`config.mk`:
```
export PLATFORM = sky130hd
export DESIGN_NAME = stage_write_arb
export DESIGN_NICKNAME = d
export VERILOG_FILES = /design/src/rtl/wb_pkg.sv /design/src/rtl/wb_fifo.sv /design/src/rtl/stage_write_arb.sv
export SDC_FILE = /design/constraint.sdc
export NUM_CORES = 1
export LEC_CHECK = 0
export BUFFER_PORTS_ARGS = -buffer_cell sky130_fd_sc_hd__buf_2
export CAP_MARGIN = 20
export CORE_MARGIN = 1
export CORE_UTILIZATION = 35
export CTS_BUF_LIST = sky130_fd_sc_hd__clkbuf_8
export CTS_CLUSTER_DIAMETER = 30
export CTS_CLUSTER_SIZE = 25
export DETAILED_ROUTE_END_ITERATION = 8
export GPL_TIMING_DRIVEN = 0
export SLEW_MARGIN = 10
export SYNTH_ARGS = -nofsm -noshare
export SYNTH_HDL_FRONTEND = slang
export SYNTH_HIERARCHICAL = 1
export SYNTH_SLANG_ARGS = --single-unit
```
`constraint.sdc`:
```
create_clock -name clock -period 4 [get_ports clock]
set_input_delay 0.4 -clock clock [delete_from_list [all_inputs] [get_ports clock]]
set_output_delay 0.4 -clock clock [all_outputs]
set_load 0.01 [all_outputs]
```
`src/rtl/wb_pkg.sv`:
```
// wb_pkg: shared definitions for the writeback stage.
//   - opcode / ALU-op encodings decoded at writeback
//   - exception codes reported through the rstatus write
//   - md_entry_t: layout of one pending mult/div result at the default widths
package wb_pkg;

    typedef enum logic [4:0] {
        OP_R    = 5'b00000,
        OP_JAL  = 5'b00011,
        OP_ADDI = 5'b00101,
        OP_LW   = 5'b01000,
        OP_SETX = 5'b10101
    } opcode_e;

    typedef enum logic [4:0] {
        ALU_ADD = 5'b00000,
        ALU_SUB = 5'b00001,
        ALU_MUL = 5'b00110,
        ALU_DIV = 5'b00111
    } alu_op_e;

    typedef enum logic [2:0] {
        EXC_NONE = 3'd0,
        EXC_ADD  = 3'd1,
        EXC_ADDI = 3'd2,
        EXC_SUB  = 3'd3,
        EXC_MUL  = 3'd4,
        EXC_DIV  = 3'd5
    } exc_code_e;

    localparam int unsigned MD_DATA_W = 32;
    localparam int unsigned MD_REG_AW = 5;

    typedef struct packed {
        logic [MD_REG_AW-1:0] rd;
        logic [MD_DATA_W-1:0] result;
        logic                 is_div;
        logic                 exc;
    } md_entry_t;

endpackage

```
`src/rtl/wb_fifo.sv`:
```
// wb_fifo: synchronous FIFO holding pending mult/div results.
//   clock, reset : rising-edge clock, asynchronous active-high reset
//   push, wdata  : write request (ignored while full)
//   pop, rdata   : read request (ignored while empty); rdata shows the head
//   count        : registered occupancy, 0..DEPTH
//   full, empty  : decoded from count
// DEPTH must be a power of two so the pointers wrap by plain overflow.
module wb_fifo #(
    parameter int unsigned WIDTH = 8,
    parameter int unsigned DEPTH = 4
) (
    input  logic                     clock,
    input  logic                     reset,
    input  logic                     push,
    input  logic                     pop,
    input  logic [WIDTH-1:0]         wdata,
    output logic [WIDTH-1:0]         rdata,
    output logic [$clog2(DEPTH):0]   count,
    output logic                     full,
    output logic                     empty
);
    import wb_pkg::*;

    localparam int unsigned PTR_W = $clog2(DEPTH);

    logic [WIDTH-1:0] mem [DEPTH];
    logic [PTR_W-1:0] wr_ptr;
    logic [PTR_W-1:0] rd_ptr;
    logic             do_push;
    logic             do_pop;

    assign full    = (count == (PTR_W+1)'(DEPTH));
    assign empty   = (count == '0);
    assign do_push = push & ~full;
    assign do_pop  = pop & ~empty;
    assign rdata   = mem[rd_ptr];

    always_ff @(posedge clock or posedge reset) begin
        if (reset) begin
            wr_ptr <= '0;
            rd_ptr <= '0;
            count  <= '0;
        end else begin
            if (do_push) wr_ptr <= wr_ptr + PTR_W'(1);
            if (do_pop)  rd_ptr <= rd_ptr + PTR_W'(1);
            case ({do_push, do_pop})
                2'b10:   count <= count + 1'b1;
                2'b01:   count <= count - 1'b1;
                default: count <= count;
            endcase
        end
    end

    // Storage is not reset; stale contents are unreachable once pointers clear.
    always_ff @(posedge clock) begin
        if (do_push) mem[wr_ptr] <= wdata;
    end

endmodule

```
`src/rtl/stage_write_arb.sv`:
```
// stage_write_arb: registered writeback stage. Merges in-order MEM/WB results
// and queued mult/div results onto one regfile write port and the rstatus port.
//   clock, reset             : rising-edge clock, async active-high reset
//   wb_valid..exception      : pipeline slot (opcode decode, data sources)
//   md_valid/md_ready/md_*   : mult/div result handshake into the pending FIFO
//   ctrl_writeEnable/Reg, data_writeReg : registered regfile write
//   status_we, data_writeStatusReg      : registered rstatus write
//   md_pending               : FIFO occupancy for the hazard unit
// The pipeline always has priority; mult/div results drain into idle slots.
module stage_write_arb #(
    parameter int unsigned DATA_W     = 32,
    parameter int unsigned REG_AW     = 5,
    parameter int unsigned TARGET_W   = 27,
    parameter int unsigned MD_DEPTH   = 4,
    parameter int unsigned LINK_REG   = 31,
    parameter int unsigned STATUS_REG = 30
) (
    input  logic                       clock,
    input  logic                       reset,
    input  logic                       wb_valid,
    input  logic [4:0]                 opcode,
    input  logic [4:0]                 alu_op,
    input  logic [DATA_W-1:0]          o_in,
    input  logic [DATA_W-1:0]          d_in,
    input  logic [REG_AW-1:0]          rd,
    input  logic [DATA_W-1:0]          pc_plus_4,
    input  logic [DATA_W-TARGET_W-1:0] pc_upper,
    input  logic [TARGET_W-1:0]        target,
    input  logic                       exception,
    input  logic                       md_valid,
    output logic                       md_ready,
    input  logic [REG_AW-1:0]          md_rd,
    input  logic [DATA_W-1:0]          md_result,
    input  logic                       md_is_div,
    input  logic                       md_exception,
    output logic                       ctrl_writeEnable,
    output logic [REG_AW-1:0]          ctrl_writeReg,
    output logic [DATA_W-1:0]          data_writeReg,
    output logic                       status_we,
    output logic [DATA_W-1:0]          data_writeStatusReg,
    output logic [$clog2(MD_DEPTH):0]  md_pending
);
    import wb_pkg::*;

    if (MD_DEPTH < 2 || (MD_DEPTH & (MD_DEPTH - 1)) != 0) begin : g_bad_depth
        $error("MD_DEPTH must be a power of two >= 2");
    end
    // rstatus lives at STATUS_REG in the architectural file but is written
    // only through the dedicated status port.
    if (STATUS_REG == 0 || STATUS_REG >= (1 << REG_AW)) begin : g_bad_status_reg
        $error("STATUS_REG must be a nonzero register index");
    end

    typedef struct packed {
        logic [REG_AW-1:0] rd;
        logic [DATA_W-1:0] result;
        logic              is_div;
        logic              exc;
    } entry_t;

    entry_t push_entry;
    entry_t head;
    logic   fifo_full;
    logic   fifo_empty;
    logic   pop;

    logic              pipe_rf_we;
    logic [REG_AW-1:0] pipe_rf_addr;
    logic [DATA_W-1:0] pipe_rf_data;
    logic              pipe_st_we;
    logic [DATA_W-1:0] pipe_st_data;

    logic              nxt_we;
    logic [REG_AW-1:0] nxt_reg;
    logic [DATA_W-1:0] nxt_data;
    logic              nxt_swe;
    logic [DATA_W-1:0] nxt_sdata;

    assign push_entry = '{rd: md_rd, result: md_result, is_div: md_is_div, exc: md_exception};
    assign md_ready   = ~fifo_full;

    wb_fifo #(
        .WIDTH ($bits(entry_t)),
        .DEPTH (MD_DEPTH)
    ) u_fifo (
        .clock (clock),
        .reset (reset),
        .push  (md_valid),
        .pop   (pop),
        .wdata (push_entry),
        .rdata (head),
        .count (md_pending),
        .full  (fifo_full),
        .empty (fifo_empty)
    );

    // Pipeline decode.
    always_comb begin
        pipe_rf_we   = 1'b0;
        pipe_rf_addr = rd;
        pipe_rf_data = o_in;
        pipe_st_we   = 1'b0;
        pipe_st_data = '0;
        if (wb_valid) begin
            case (opcode)
                OP_R: begin
                    if (alu_op == ALU_MUL || alu_op == ALU_DIV) begin
                        pipe_rf_we = 1'b0;
                    end else if (exception && alu_op == ALU_ADD) begin
                        pipe_st_we   = 1'b1;
                        pipe_st_data = DATA_W'(EXC_ADD);
                    end else if (exception && alu_op == ALU_SUB) begin
                        pipe_st_we   = 1'b1;
                        pipe_st_data = DATA_W'(EXC_SUB);
                    end else begin
                        pipe_rf_we = 1'b1;
                    end
                end
                OP_ADDI: begin
                    if (exception) begin
                        pipe_st_we   = 1'b1;
                        pipe_st_data = DATA_W'(EXC_ADDI);
                    end else begin
                        pipe_rf_we = 1'b1;
                    end
                end
                OP_LW: begin
                    pipe_rf_we   = 1'b1;
                    pipe_rf_data = d_in;
                end
                OP_JAL: begin
                    pipe_rf_we   = 1'b1;
                    pipe_rf_addr = REG_AW'(LINK_REG);
                    pipe_rf_data = pc_plus_4;
                end
                OP_SETX: begin
                    pipe_st_we   = 1'b1;
                    pipe_st_data = {pc_upper, target};
                end
                default: pipe_rf_we = 1'b0;
            endcase
        end
        // A write to r0 is dropped, so the slot counts as idle for draining.
        if (pipe_rf_addr == '0) pipe_rf_we = 1'b0;
    end

    // Arbitration: pipeline first, otherwise drain the FIFO head.
    always_comb begin
        nxt_we    = 1'b0;
        nxt_reg   = '0;
        nxt_data  = '0;
        nxt_swe   = 1'b0;
        nxt_sdata = '0;
        pop       = 1'b0;
        if (pipe_rf_we) begin
            nxt_we   = 1'b1;
            nxt_reg  = pipe_rf_addr;
            nxt_data = pipe_rf_data;
        end else if (pipe_st_we) begin
            nxt_swe   = 1'b1;
            nxt_sdata = pipe_st_data;
        end else if (!fifo_empty) begin
            pop = 1'b1;
            if (head.exc) begin
                nxt_swe   = 1'b1;
                nxt_sdata = head.is_div ? DATA_W'(EXC_DIV) : DATA_W'(EXC_MUL);
            end else if (head.rd != '0) begin
                nxt_we   = 1'b1;
                nxt_reg  = head.rd;
                nxt_data = head.result;
            end
        end
    end

    always_ff @(posedge clock or posedge reset) begin
        if (reset) begin
            ctrl_writeEnable    <= 1'b0;
            ctrl_writeReg       <= '0;
            data_writeReg       <= '0;
            status_we           <= 1'b0;
            data_writeStatusReg <= '0;
        end else begin
            ctrl_writeEnable    <= nxt_we;
            ctrl_writeReg       <= nxt_reg;
            data_writeReg       <= nxt_data;
            status_we           <= nxt_swe;
            data_writeStatusReg <= nxt_sdata;
        end
    end

endmodule

```
# [Word level (Yosys, flattened, before mapping)]
# Memory sizes are Yosys's and may differ from the RTL's.
# Cells that the tools add are included.
[totals] ff_bits=78 ramBits=156 inputBits=187 word_cells=90 n_memories=1
[memory_table] memory="u_fifo.mem" words=4 width=39 read_ports=1 rd_clocked_by_memory_dff=0 wr=1 line="wb_fifo.sv:26" rtl="logic [WIDTH-1:0] mem [DEPTH];"
[classes] n_addsub=4 n_eq_ne=10 muxes=53 bitwise=4 n_reduce_logical=10
[op_table] operator="2-to-1 mux 32 bit" n=9
[op_table] operator="case mux 32 bit (3 select lines)" n=1
[op_table] operator="case mux 32 bit (2 select lines)" n=1
[op_table] operator="2-to-1 mux 5 bit" n=7
[op_table] operator="2-to-1 mux 1 bit" n=26
[op_table] operator="equality test 5 x 3 -> 1 bit (second input constant)" n=3
[op_table] operator="zero test 5 bit" n=3
[op_table] operator="2-to-1 mux 2 bit" n=4
[op_table] operator="2-to-1 mux 3 bit" n=2
[op_table] operator="case mux 1 bit (3 select lines)" n=2
[op_table] operator="case mux 3 bit (2 select lines)" n=1
[op_table] operator="equality test 5 x 1 -> 1 bit (second input constant)" n=1
[op_table] operator="equality test 5 x 2 -> 1 bit (second input constant)" n=1
[op_table] operator="equality test 5 x 4 -> 1 bit (second input constant)" n=1
[op_table] operator="equality test 5 bit (second input constant)" n=1
[op_table] operator="nonzero test 5 bit" n=1
[op_table] operator="adder 2 x 1 -> 2 bit (second input constant)" n=2
[op_table] operator="adder 3 x 1 -> 3 bit (second input constant)" n=1
[op_table] operator="equality test 3 bit (second input constant)" n=1
[op_table] operator="zero test 3 bit" n=1
[op_table] operator="subtractor 3 x 1 -> 3 bit (second input constant)" n=1
[op_table] operator="AND 1 bit" n=2
[op_table] operator="equality test 2 x 1 -> 1 bit (second input constant)" n=1
[op_table] operator="equality test 2 bit (second input constant)" n=1
[op_table] operator="5 further kinds" n=7

# [Logic depth before layout (Yosys ltp)]
# Gate-level depths: netlist of run 1.
[depth] word_depth=12 depth_mapped=13 depth_no_buf=12

# [Modules after synthesis]
# Netlist of run 1, hierarchy kept.
[modules_own_cells] mod="wb_fifo" instances=1 cells_each=242 area_each_um2=6103.4
[modules_own_cells] mod="stage_write_arb" instances=1 cells_each=319 area_each_um2=3590.9

# [Worst setup path after synthesis of run 1]
# OpenSTA, ideal clock, no wires.
[synth_timing] kind="input -> register" from="in rd[0]" to="reg u_fifo.count[2]" setup_ns=0.079 arrival_time_ns=2.766 required_ns=3.921 path_slack_ns=1.155 stages=11 path_buffers=1 cell_sequence="or4_4 -> o311ai_4 -> buf_6 -> and2_1 -> o31a_1 -> ha_1 -> inv_1 -> fa_1 -> xor2_1 -> nor2_1 -> xor2_1"
[synth_between] elab_chain_cells=8 elab_cells_between_ends=10 cone_classes="eq/ne: 2; mux: 5; bitwise: 1; reduce/logical: 2"
[synth_rtl] element="start, declared" line="stage_write_arb.sv:25" rtl="input logic [REG_AW-1:0] rd,"
[synth_rtl] element="2-to-1 mux 5 bit" line="stage_write_arb.sv:105" rtl="case (opcode)"
[synth_rtl] element="2-to-1 mux 5 bit *" line="stage_write_arb.sv:104" rtl="if (wb_valid) begin"
[synth_rtl] element="zero test 5 bit *" line="stage_write_arb.sv:144" rtl="if (pipe_rf_addr == '0) pipe_rf_we = 1'b0;"
[synth_rtl] element="2-to-1 mux 1 bit *" line="stage_write_arb.sv:144"
[synth_rtl] element="2-to-1 mux 1 bit *" line="stage_write_arb.sv:155" rtl="if (pipe_rf_we) begin"
[synth_rtl] element="named net pop" line="stage_write_arb.sv:65" rtl="logic pop;"
[synth_rtl] element="AND 1 bit *" line="wb_fifo.sv:35" rtl="assign do_pop = pop & ~empty;"
[synth_rtl] element="named net u_fifo.do_pop" line="wb_fifo.sv:30" rtl="logic do_pop;"
[synth_rtl] element="equality test 2 x 1 -> 1 bit or equality test 2 bit (tied branches)" line="wb_fifo.sv:46" rtl="case ({do_push, do_pop})"
[synth_rtl] element="case mux 3 bit (2 select lines) or nonzero test 2 bit (tied branches)"
[synth_rtl] element="end signal, assigned" line="wb_fifo.sv:47" rtl="2'b10: count <= count + 1'b1;"
[synth_rtl] element="end signal, assigned" line="wb_fifo.sv:48" rtl="2'b01: count <= count - 1'b1;"
[synth_rtl] element="end signal, assigned" line="wb_fifo.sv:49" rtl="default: count <= count;"
[synth_rtl] element="end, declared" line="wb_fifo.sv:18" rtl="output logic [$clog2(DEPTH):0] count,"
# The timed path passes the listed nets; every way through them passes the cells marked *.
# A chain may end at the register's enable or synchronous reset.

==> results of run 1 <==
==> through the flow <==
| step | hold slack, ns | instances | cell area, um2 |
|---|---|---|---|
| after CTS | 0.008934 | 1257 | 12750 |
| final | 0.04341 | 1258 | 12750 |
| after global routing | 0.009874 | 1258 | 12750 |
| after detailed placement | 0.3842 | 1168 | 11540 |
| after global placement | 0.3539 | 1163 | 11430 |
| after floorplan | 0.2034 | 561 | 9694 |
==> how the worst min path moves through the flow <==
stage,end,startpoint,slack (ns),cells after the start
floorplan,u_fifo/count[0],reset,0.20,1
global placement,u_fifo/count[0],reset,0.35,2
detailed placement,u_fifo/count[0],reset,0.38,2
CTS,u_fifo/mem[2][35],md_rd[1],0.009,1
global route,u_fifo/mem[1][34],md_rd[0],0.01,1
finish,u_fifo/mem[3][30],md_result[28],0.04,1
==> cells in the final DEF (no fill, tap or decap), types with 6 or more instances in the layout <==
master,instances
clkbuf_1,17
mux2i_1,38
a22o_1,32
mux4_2,38
a21oi_1,32
clkbuf_8,48
o2111ai_1,32
buf_12,8
bufinv_16,10
and2_1,32
inv_1,13
inv_6,6
dfrtp_1,78
buf_2,276
edfxtp_1,156
nor2_1,10
==> layer usage <==
metal / wire [um] / vias up / global-route usage (%)
met5: 5 / - / 0
met4: 565 / 2 / 6.364
met3: 1681 / 44 / 4.302
met2: 13110 / 257 / 32.42
met1: 10630 / 3092 / 21.87
li1: - / 2886 / -
==> sequential cells by signal (all words and copies together) (netlist names) <==
register and flops:
status_we 1, u_fifo/rd_ptr 2, data_writeStatusReg 32, data_writeReg 32
ctrl_writeEnable 1, u_fifo/mem 156, u_fifo/count 3, u_fifo/wr_ptr 2
ctrl_writeReg 5
==> final cells by class <==
class / instances / area (um2)
Antenna cell: 1 / 2.502
Buffer: 42 / 282.8
Clock buffer: 48 / 660.6
Clock inverter: 40 / 533.0
Fill cell: 2381 / 14280
Inverter: 11 / 43.79
Multi-Input combinational cell: 274 / 2739
Sequential cell: 234 / 6636
Tap cell: 341 / 426.7
Timing Repair Buffer: 267 / 1424
==> worst register-to-register path: stages (launching register included) <==
cell       delay (ns)
dfrtp_1          0.34
buf_6            0.16
buf_12           0.17
mux4_2           0.59
nor2_1           0.74
clkbuf_1         0.55
o2111ai_1        0.24
mux2i_1          0.18
==> power by group <==
part           total, mW  internal (mW)  switching [mW]  leakage (nW)
sequential          3.29           3.15           0.140          2.46
combinational       2.46           1.10            1.35          2.50
clock               3.02           1.85            1.17         0.604
total               8.76           6.10            2.66          5.57
==> what timing repair did <==
action | in CTS | in global routing
gates resized for setup | 0 | 0
hold buffers | 1 | 0
setup endpoints to repair | 0 | 0
hold endpoints to repair | 32 | 0
==> cells by family (layout without fill, tap and decap cells) <==
kind of cell	count (synthesis)	after routing	share of synthesized area, %
AO/OA/AOI/OAI	110	110	8.919
AND/OR/NAND/NOR	74	74	4.750
other	0	1	0
adder cells (fa/ha/maj)	6	6	0.8518
XOR/XNOR	6	6	0.5422
flip-flops	234	234	68.46
buffers and inverters	53	408	3.343
multiplexers	78	78	13.14
==> impl_metrics.tcl, run 1 <==
set metrics [dict create \
    status "finished, final reports clean" \
    critPathKind "flop to flop" \
    htreeDepth 2 \
    layout_setup_ws_ns 0.9145 \
    die_y_um 168.4 \
    viasPerCell 4.993 \
    path_cells "buf_6, buf_12, mux4_2, nor2_1, clkbuf_1, o2111ai_1, mux2i_1" \
    synth_area_um2 9694 \
    drv_cap 0 \
    die_area_um2 28370 \
    synth_edf_count 156 \
    yosysUniqueCellTypes 50 \
    clk_path_buf_depth 3 \
    cts.clk_slew.worst_paths_ns 0.08 \
    drv_slew 0 \
    start_util_pct 35.87 \
    cts_tree "yes" \
    wirelength_um 26000 \
    path_buf_inv 3 \
    cp-startpoint "u_fifo/rd_ptr[0]" \
    max_slew_margin_pct 38.62 \
    peakVddDrop_uv 239.1 \
    async_flop_share_pct 33.33 \
    synth_area_leaders "edfxtp_1 (48%), dfrtp_1 (20%), mux4_2 (8.8%), mux2i_1 (3.9%), a22o_1 (2.9%)" \
    grt_max_degree 47 \
    cp_max_fo 10 \
    nets 1070 \
    tightest_slew_ns 0.9173 \
    cp-end-kind "flop" \
    post-cts-setup-buffer-count 0 \
    critPathMaxStageDelay_ns 0.74 \
    hold_path.class "input port to flop" \
    yosysMostFrequentCell "edfxtp_1" \
    p_per_area_nw_per_um2 687.2 \
    slowest_stage "nor2_1" \
    pre_cts_ws_ns 0.6138 \
    dr.first_iter.drc_count 287 \
    ant_nets 0 \
    area_delta_synth_final_pct 31.51 \
    syn_avg_cell_area_um2 17.28 \
    power.leakage_nw 5.567 \
    clock_sinks 234 \
    wire_per_inst_um 20.67 \
    cts_buffers 47 \
    finish.utilization_pct 47.17 \
    place_congestion 0.7577 \
    synth_common_cells "edfxtp_1 (156), dfrtp_1 (78), mux2i_1 (38), mux4_2 (38), and2_1 (36)" \
    drcViolationCount 0 \
    cp-endpoint "data_writeReg[16]" \
    grt_pass1_vias 6546 \
    fin_crit_ns 3.085 \
    num_vias 6281 \
    postSynthCellCount 561 \
    yosys.area.top_type_share_pct 48.32 \
    fin_crit_sh_pct 77.14 \
    yosys.area.top_type "edfxtp_1" \
    post-dp-hpwl_um 18070 \
    numPortBuffers 261 \
    grt_overflow 0 \
    rsz0062_at_grt "no" \
    grt_antenna_before_repair 1 \
    tns_ns 0 \
    core.rowCount 60 \
    synth_seq_area_share_pct 68.46 \
    finalPower_mw 8.761 \
    coreArea_um2 27030 \
    grt_pass1_wl_um 38260 \
    synth_seq_cells 234 \
    final.setup_skew_ns 0.03251 \
    reg2reg_to "data_writeReg[16]" \
    regToRegStartpoint "u_fifo/rd_ptr[0]" \
    drive_gt1_share_pct 46.83 \
    path_depth 7 \
    firstDrtPassIters 4 \
    cpLargestDelayFamily "buffers and inverters" \
    fmax_mhz 324.1 \
    root_buffer "clkbuf_8" \
    finalHoldViolCount 0 \
    ys_warn_count 6 \
    ys.flop_type "edfxtp_1" \
    grt_usage_pct 18.35 \
    r2r_setup_slack_ns 0.91 \
    setup_violations 0 \
    cp-start-kind "flop" \
    die_x_um 168.4 \
    io_pins 262 \
    synthesis.nets 754 \
    arrival_ns 3.54 \
    clk_latency_ns 0.57 \
    required_ns 4.45 \
    worst_r2r_path_depth 7 \
]
No activity file was read; power rests on OpenSTA's default activity.
==> inputs of run 2 (changes only) <==
==> constraint.sdc (replaced) <==
create_clock -name clock -period 2.57 [get_ports clock]
set_input_delay 0.257 -clock clock [delete_from_list [all_inputs] [get_ports clock]]
set_output_delay 0.257 -clock clock [all_outputs]
set_load 0.01 [all_outputs]
==> impl_metrics.tcl, run 2 (synthesized netlist as in run 1, its figures left out) <==
set metrics [dict create \
    required_ns 3.02 \
    cts_buffers 47 \
    largest_reg_flops 156 \
    num_vias 6702 \
    start_util_pct 35.87 \
    p_per_area_nw_per_um2 981.5 \
    fillers 2282 \
    fmax_mhz 402.9 \
    post-place-cells 1168 \
    final.setup_skew_ns 0.03430 \
    drv_slew 0 \
    place_congestion 0.7572 \
    sequentialPowerShare_pct 37.7 \
    peakVddDrop_uv 445.7 \
    grt_max_degree 47 \
    power_switching_mw 4.283 \
    mostFrequentLayoutCells "buf_2 (275), edfxtp_1 (156), dlygate4sd3_1 (95)" \
    cp-end-kind "flop" \
    fin_crit_sh_pct 96.57 \
    critPathMaxStageDelay_ns 0.70 \
    grt_overflow 0 \
    area.sequential_um2 6636 \
    multi_input_area_um2 2831 \
    final_cell_count_no_fill 1367 \
    pre_cts_ws_ns -0.6724 \
    area_delta_synth_final_pct 42.80 \
    arrival_ns 2.93 \
    largest_register "u_fifo/mem" \
    htreeDepth 2 \
    intPower_mw 9.304 \
    wirelength_um 27280 \
    finalPower_mw 13.59 \
    layout_setup_ws_ns 0.08817 \
    wire_per_inst_um 19.95 \
    switching_share_pct 31.52 \
    drcViolationCount 0 \
    tightest_slew_ns 0.6393 \
    cp_max_fo 8 \
    cts.clk_slew.worst_paths_ns 0.08 \
    grt_antenna_before_repair 1 \
    dr.first_iter.drc_count 354 \
    status "finished, final reports clean" \
    post-dp-hpwl_um 18010 \
    cts_tree "yes" \
    max_slew_margin_pct 57.38 \
    nets 1179 \
    io_pins 262 \
    cp-start-kind "flop" \
    setup_violations 0 \
    ant_nets 0 \
    finalHoldViolCount 0 \
    root_buffer "clkbuf_8" \
    numPortBuffers 261 \
    clk_path_buf_depth 3 \
    fin_crit_ns 2.482 \
    hold_path.class "input port to flop" \
    drive_gt1_share_pct 44.88 \
    die_x_um 168.4 \
    die_y_um 168.4 \
    drv_cap 0 \
    core.rowCount 60 \
    grt_usage_pct 19.27 \
    slowest_stage "or4_4" \
    power.leakage_nw 6.048 \
    reg_top3 "u_fifo/mem (156), data_writeReg (32), data_writeStatusReg (32)" \
    comb_power_share_pct 32.3 \
    firstDrtPassIters 4 \
    viasPerCell 4.903 \
    design_area_um2 13840 \
    coreArea_um2 27030 \
    grt_pass1_vias 6981 \
    tns_ns 0 \
    critPathKind "flop to flop" \
    clk_latency_ns 0.57 \
    clkPwrFrac_pct 29.9 \
    path_cells "buf_6, buf_12, mux4_2, or4_4, buf_8, o2111ai_1, mux2i_1" \
    clock_sinks 234 \
    die_area_um2 28370 \
    rsz0062_at_grt "no" \
    postPlaceCellArea_um2 11540 \
    grt_pass1_wl_um 40130 \
    final_common_cell "buf_2" \
]
## run 2: repair_timing
action                     in CTS  in global routing
setup endpoints to repair      38                 30
hold endpoints to repair      243                  0
pin swaps                       2                  2
hold buffers                   95                  0
gates cloned                    1                  2
resized for setup              17                 22
setup buffers                   3                 10
## run 2: path summary, 6_finish.rpt
check / endpoint / slack [ns] / startpoint / depth (start not counted)
max: data_writeReg[28] / 0.09 / u_fifo/rd_ptr[0] / 7
min: data_writeReg[24] / 0.03 / o_in[24] / 3
max reg2reg: data_writeReg[28] / 0.09 / u_fifo/rd_ptr[0] / 7
min reg2reg: u_fifo/count[2] / 0.56 / u_fifo/count[2] / 1
max in group asynchronous: data_writeStatusReg[14] / 1.70 / reset / 4
min in group asynchronous: u_fifo/wr_ptr[1] / 0.20 / reset / 3
## run 2: routing by layer
metal / wire length (um) / GRT usage, % / vias up / part of all wire (%)
li1: - / - / 3109 / -
met4: 706 / 7.194 / 0 / 2.6
met3: 1558 / 3.832 / 50 / 5.7
met2: 14090 / 34.91 / 268 / 52
met5: 0 / 0 / - / 0
met1: 10920 / 22.48 / 3275 / 40
## run 2: stage by stage
stage	utilization, %	hold WS (ns)
floorplan	-	0.06040
global placement	42.28	0.2105
detailed placement	42.71	0.2412
CTS	50.48	0.003660
global route	51.22	0.005962
finish	51.22	0.03329
## run 2: area by class of cell
type	count	share of cell area (%)
Clock buffer	52	5.170
Inverter	11	0.3163
Clock inverter	36	2.404
Multi-Input combinational cell	274	20.45
Buffer	41	2.458
Antenna cell	1	0.01808
Sequential cell	234	47.94
Tap cell	341	3.082
Timing Repair Buffer	377	18.16
## run 2: power groups by stage
stage	clock network, mW	logic, mW	registers [mW]
after floorplan	0	2.39	5.30
after global placement	0	3.78	5.23
after detailed placement	0	3.92	5.20
after CTS	4.18	4.17	5.13
after global routing	4.37	4.76	5.19
final	4.07	4.40	5.13
## run 2: worst max-delay path: cells and delay by family, from the launching register on
kind                   cells  cell delay [ns]
DFF                        1             0.34
and+or+nand+nor            1             0.70
AOI/OAI and AO/OA          1             0.23
buffers and inverters      3             0.46
muxes                      2             0.63
==> inputs of run 3 (changes only) <==
--- a/config.mk
+++ b/config.mk
@@ -14,6 +14,7 @@
 export CTS_CLUSTER_SIZE = 25
 export DETAILED_ROUTE_END_ITERATION = 8
 export GPL_TIMING_DRIVEN = 0
+export HOLD_SLACK_MARGIN = 0.08
 export SLEW_MARGIN = 10
 export SYNTH_ARGS = -nofsm -noshare
 export SYNTH_HDL_FRONTEND = slang
==> impl_metrics.tcl, run 3 (synthesized netlist as in run 1, its figures left out) <==
set metrics [dict create \
    drcViolationCount 0 \
    grt_usage_pct 19.57 \
    required_ns 2.99 \
    clock_sinks 234 \
    cts_buffers 47 \
    setup_violations 0 \
    die_y_um 168.4 \
    drive_gt1_share_pct 43.60 \
    die_x_um 168.4 \
    area_delta_synth_final_pct 45.90 \
    clk_latency_ns 0.57 \
    numPortBuffers 261 \
    fin_crit_ns 2.492 \
    largest_reg_flops 156 \
    tightest_slew_ns 0.6399 \
    regToRegStartpoint "u_fifo/rd_ptr[0]" \
    cp-startpoint "u_fifo/rd_ptr[0]" \
    cp-endpoint "data_writeReg[17]" \
    worst_r2r_path_depth 7 \
    path_depth 7 \
    path_cells "buf_6, buf_12, mux4_2, or4_4, clkbuf_16, o2111ai_1, mux2i_1" \
    area.sequential_um2 6636 \
    core.rowCount 60 \
    ant_nets 0 \
    grt_antenna_before_repair 1 \
    reg_top3 "u_fifo/mem (156), data_writeReg (32), data_writeStatusReg (32)" \
    slowest_stage "or4_4" \
    cp-start-kind "flop" \
    final_cell_count_no_fill 1397 \
    finalPower_mw 13.65 \
    tns_ns 0 \
    r2r_setup_slack_ns 0.08 \
    root_buffer "clkbuf_8" \
    critPathMaxStageDelay_ns 0.70 \
    htreeDepth 2 \
    fin_crit_sh_pct 96.98 \
    grt_max_degree 47 \
    coreArea_um2 27030 \
    largest_register "u_fifo/mem" \
    hold_ws_ns 0.1083 \
    post-place-cells 1168 \
    multi_input_area_um2 2831 \
    place_congestion 0.7572 \
    peakVddDrop_uv 419.8 \
    critPathKind "flop to flop" \
    nets 1209 \
    rsz0062_at_grt "yes" \
    num_vias 6818 \
    io_pins 262 \
    grt_overflow 0 \
    status "finished, final reports clean" \
    drv_slew 0 \
    cp_max_fo 8 \
    grt_pass1_vias 7127 \
    start_util_pct 35.87 \
    viasPerCell 4.880 \
    post-dp-hpwl_um 18010 \
    mostFrequentLayoutCells "buf_2 (275), edfxtp_1 (156), dlygate4sd3_1 (125)" \
    wirelength_um 27780 \
    finalHoldViolCount 0 \
    cp-end-kind "flop" \
    hold_path.class "input port to flop" \
    cts.clk_slew.worst_paths_ns 0.07 \
    wire_per_inst_um 19.89 \
    fillers 2245 \
    finish.utilization_pct 52.33 \
    clk_path_buf_depth 3 \
    die_area_um2 28370 \
    max_slew_margin_pct 57.29 \
    path_buf_inv 3 \
    final_common_cell "buf_2" \
    dr.first_iter.drc_count 386 \
    grt_pass1_wl_um 40830 \
    firstDrtPassIters 4 \
    cts_tree "yes" \
    cpLargestDelayFamily "simple AND/OR/NAND/NOR gates" \
    final.setup_skew_ns 0.03207 \
    reg2reg_to "data_writeReg[17]" \
    arrival_ns 2.92 \
    drv_cap 0 \
    p_per_area_nw_per_um2 965.3 \
    power.leakage_nw 6.170 \
    fmax_mhz 401.2 \
]
run 3: per-stage QoR:
step                      area, um2  setup slack (ns)
final                         14140           0.07766
after global routing          14140         0.0006692
after CTS                     13930         0.0003266
after detailed placement      11540           -0.6724
after global placement        11430           -0.7014
after floorplan                9694           -0.1321
run 3: timing repair:
| action | 4_1_cts | 5_1_grt |
|---|---|---|
| endpoints found under the setup margin | 38 | 30 |
| gates cloned | 1 | 2 |
| setup buffers | 3 | 10 |
| hold buffers | 124 | 1 |
| pin swaps | 2 | 2 |
| gates resized for setup | 17 | 22 |
| endpoints found under the hold margin | 254 | 1 |
run 3: report_power, final:
| part | total, mW | internal (mW) | switching (mW) |
|---|---|---|---|
| Combinational | 4.45 | 2.16 | 2.29 |
| Clock | 4.07 | 2.28 | 1.79 |
| Sequential | 5.13 | 4.90 | 0.229 |
run 3: worst register-to-register path, stage by stage, from the launching register on:
cell       delay [ns]
dfrtp_1          0.34
buf_6            0.14
buf_12           0.12
mux4_2           0.52
or4_4            0.70
clkbuf_16        0.24
o2111ai_1        0.19
mux2i_1          0.10
run 3: area by class of cell:
cell class / instances / share of cell area [%]
Clock buffer: 52 / 5.060
Multi-Input combinational cell: 274 / 20.02
Buffer: 41 / 2.406
Tap cell: 341 / 3.017
Clock inverter: 36 / 2.353
Timing Repair Buffer: 407 / 19.90
Inverter: 11 / 0.3096
Sequential cell: 234 / 46.92
Antenna cell: 1 / 0.01769
run 3: worst min path at each step:
stage                         start                      to  cells after the start
after CTS                   d_in[7]        data_writeReg[7]                      4
after floorplan               reset         u_fifo/count[0]                      1
after detailed placement      reset         u_fifo/count[0]                      2
final                     target[0]  data_writeStatusReg[0]                      4
after global routing        o_in[0]        data_writeReg[0]                      3
after global placement        reset         u_fifo/count[0]                      2
run 3: layer usage:
metal  share of wire [%]  wire, um  global-route usage [%]
met1                  40     11110                   22.86
met2                  51     14270                   35.38
met3                 5.8      1612                   3.832
met4                 2.8       776                   7.510
met5               0.018         5                       0
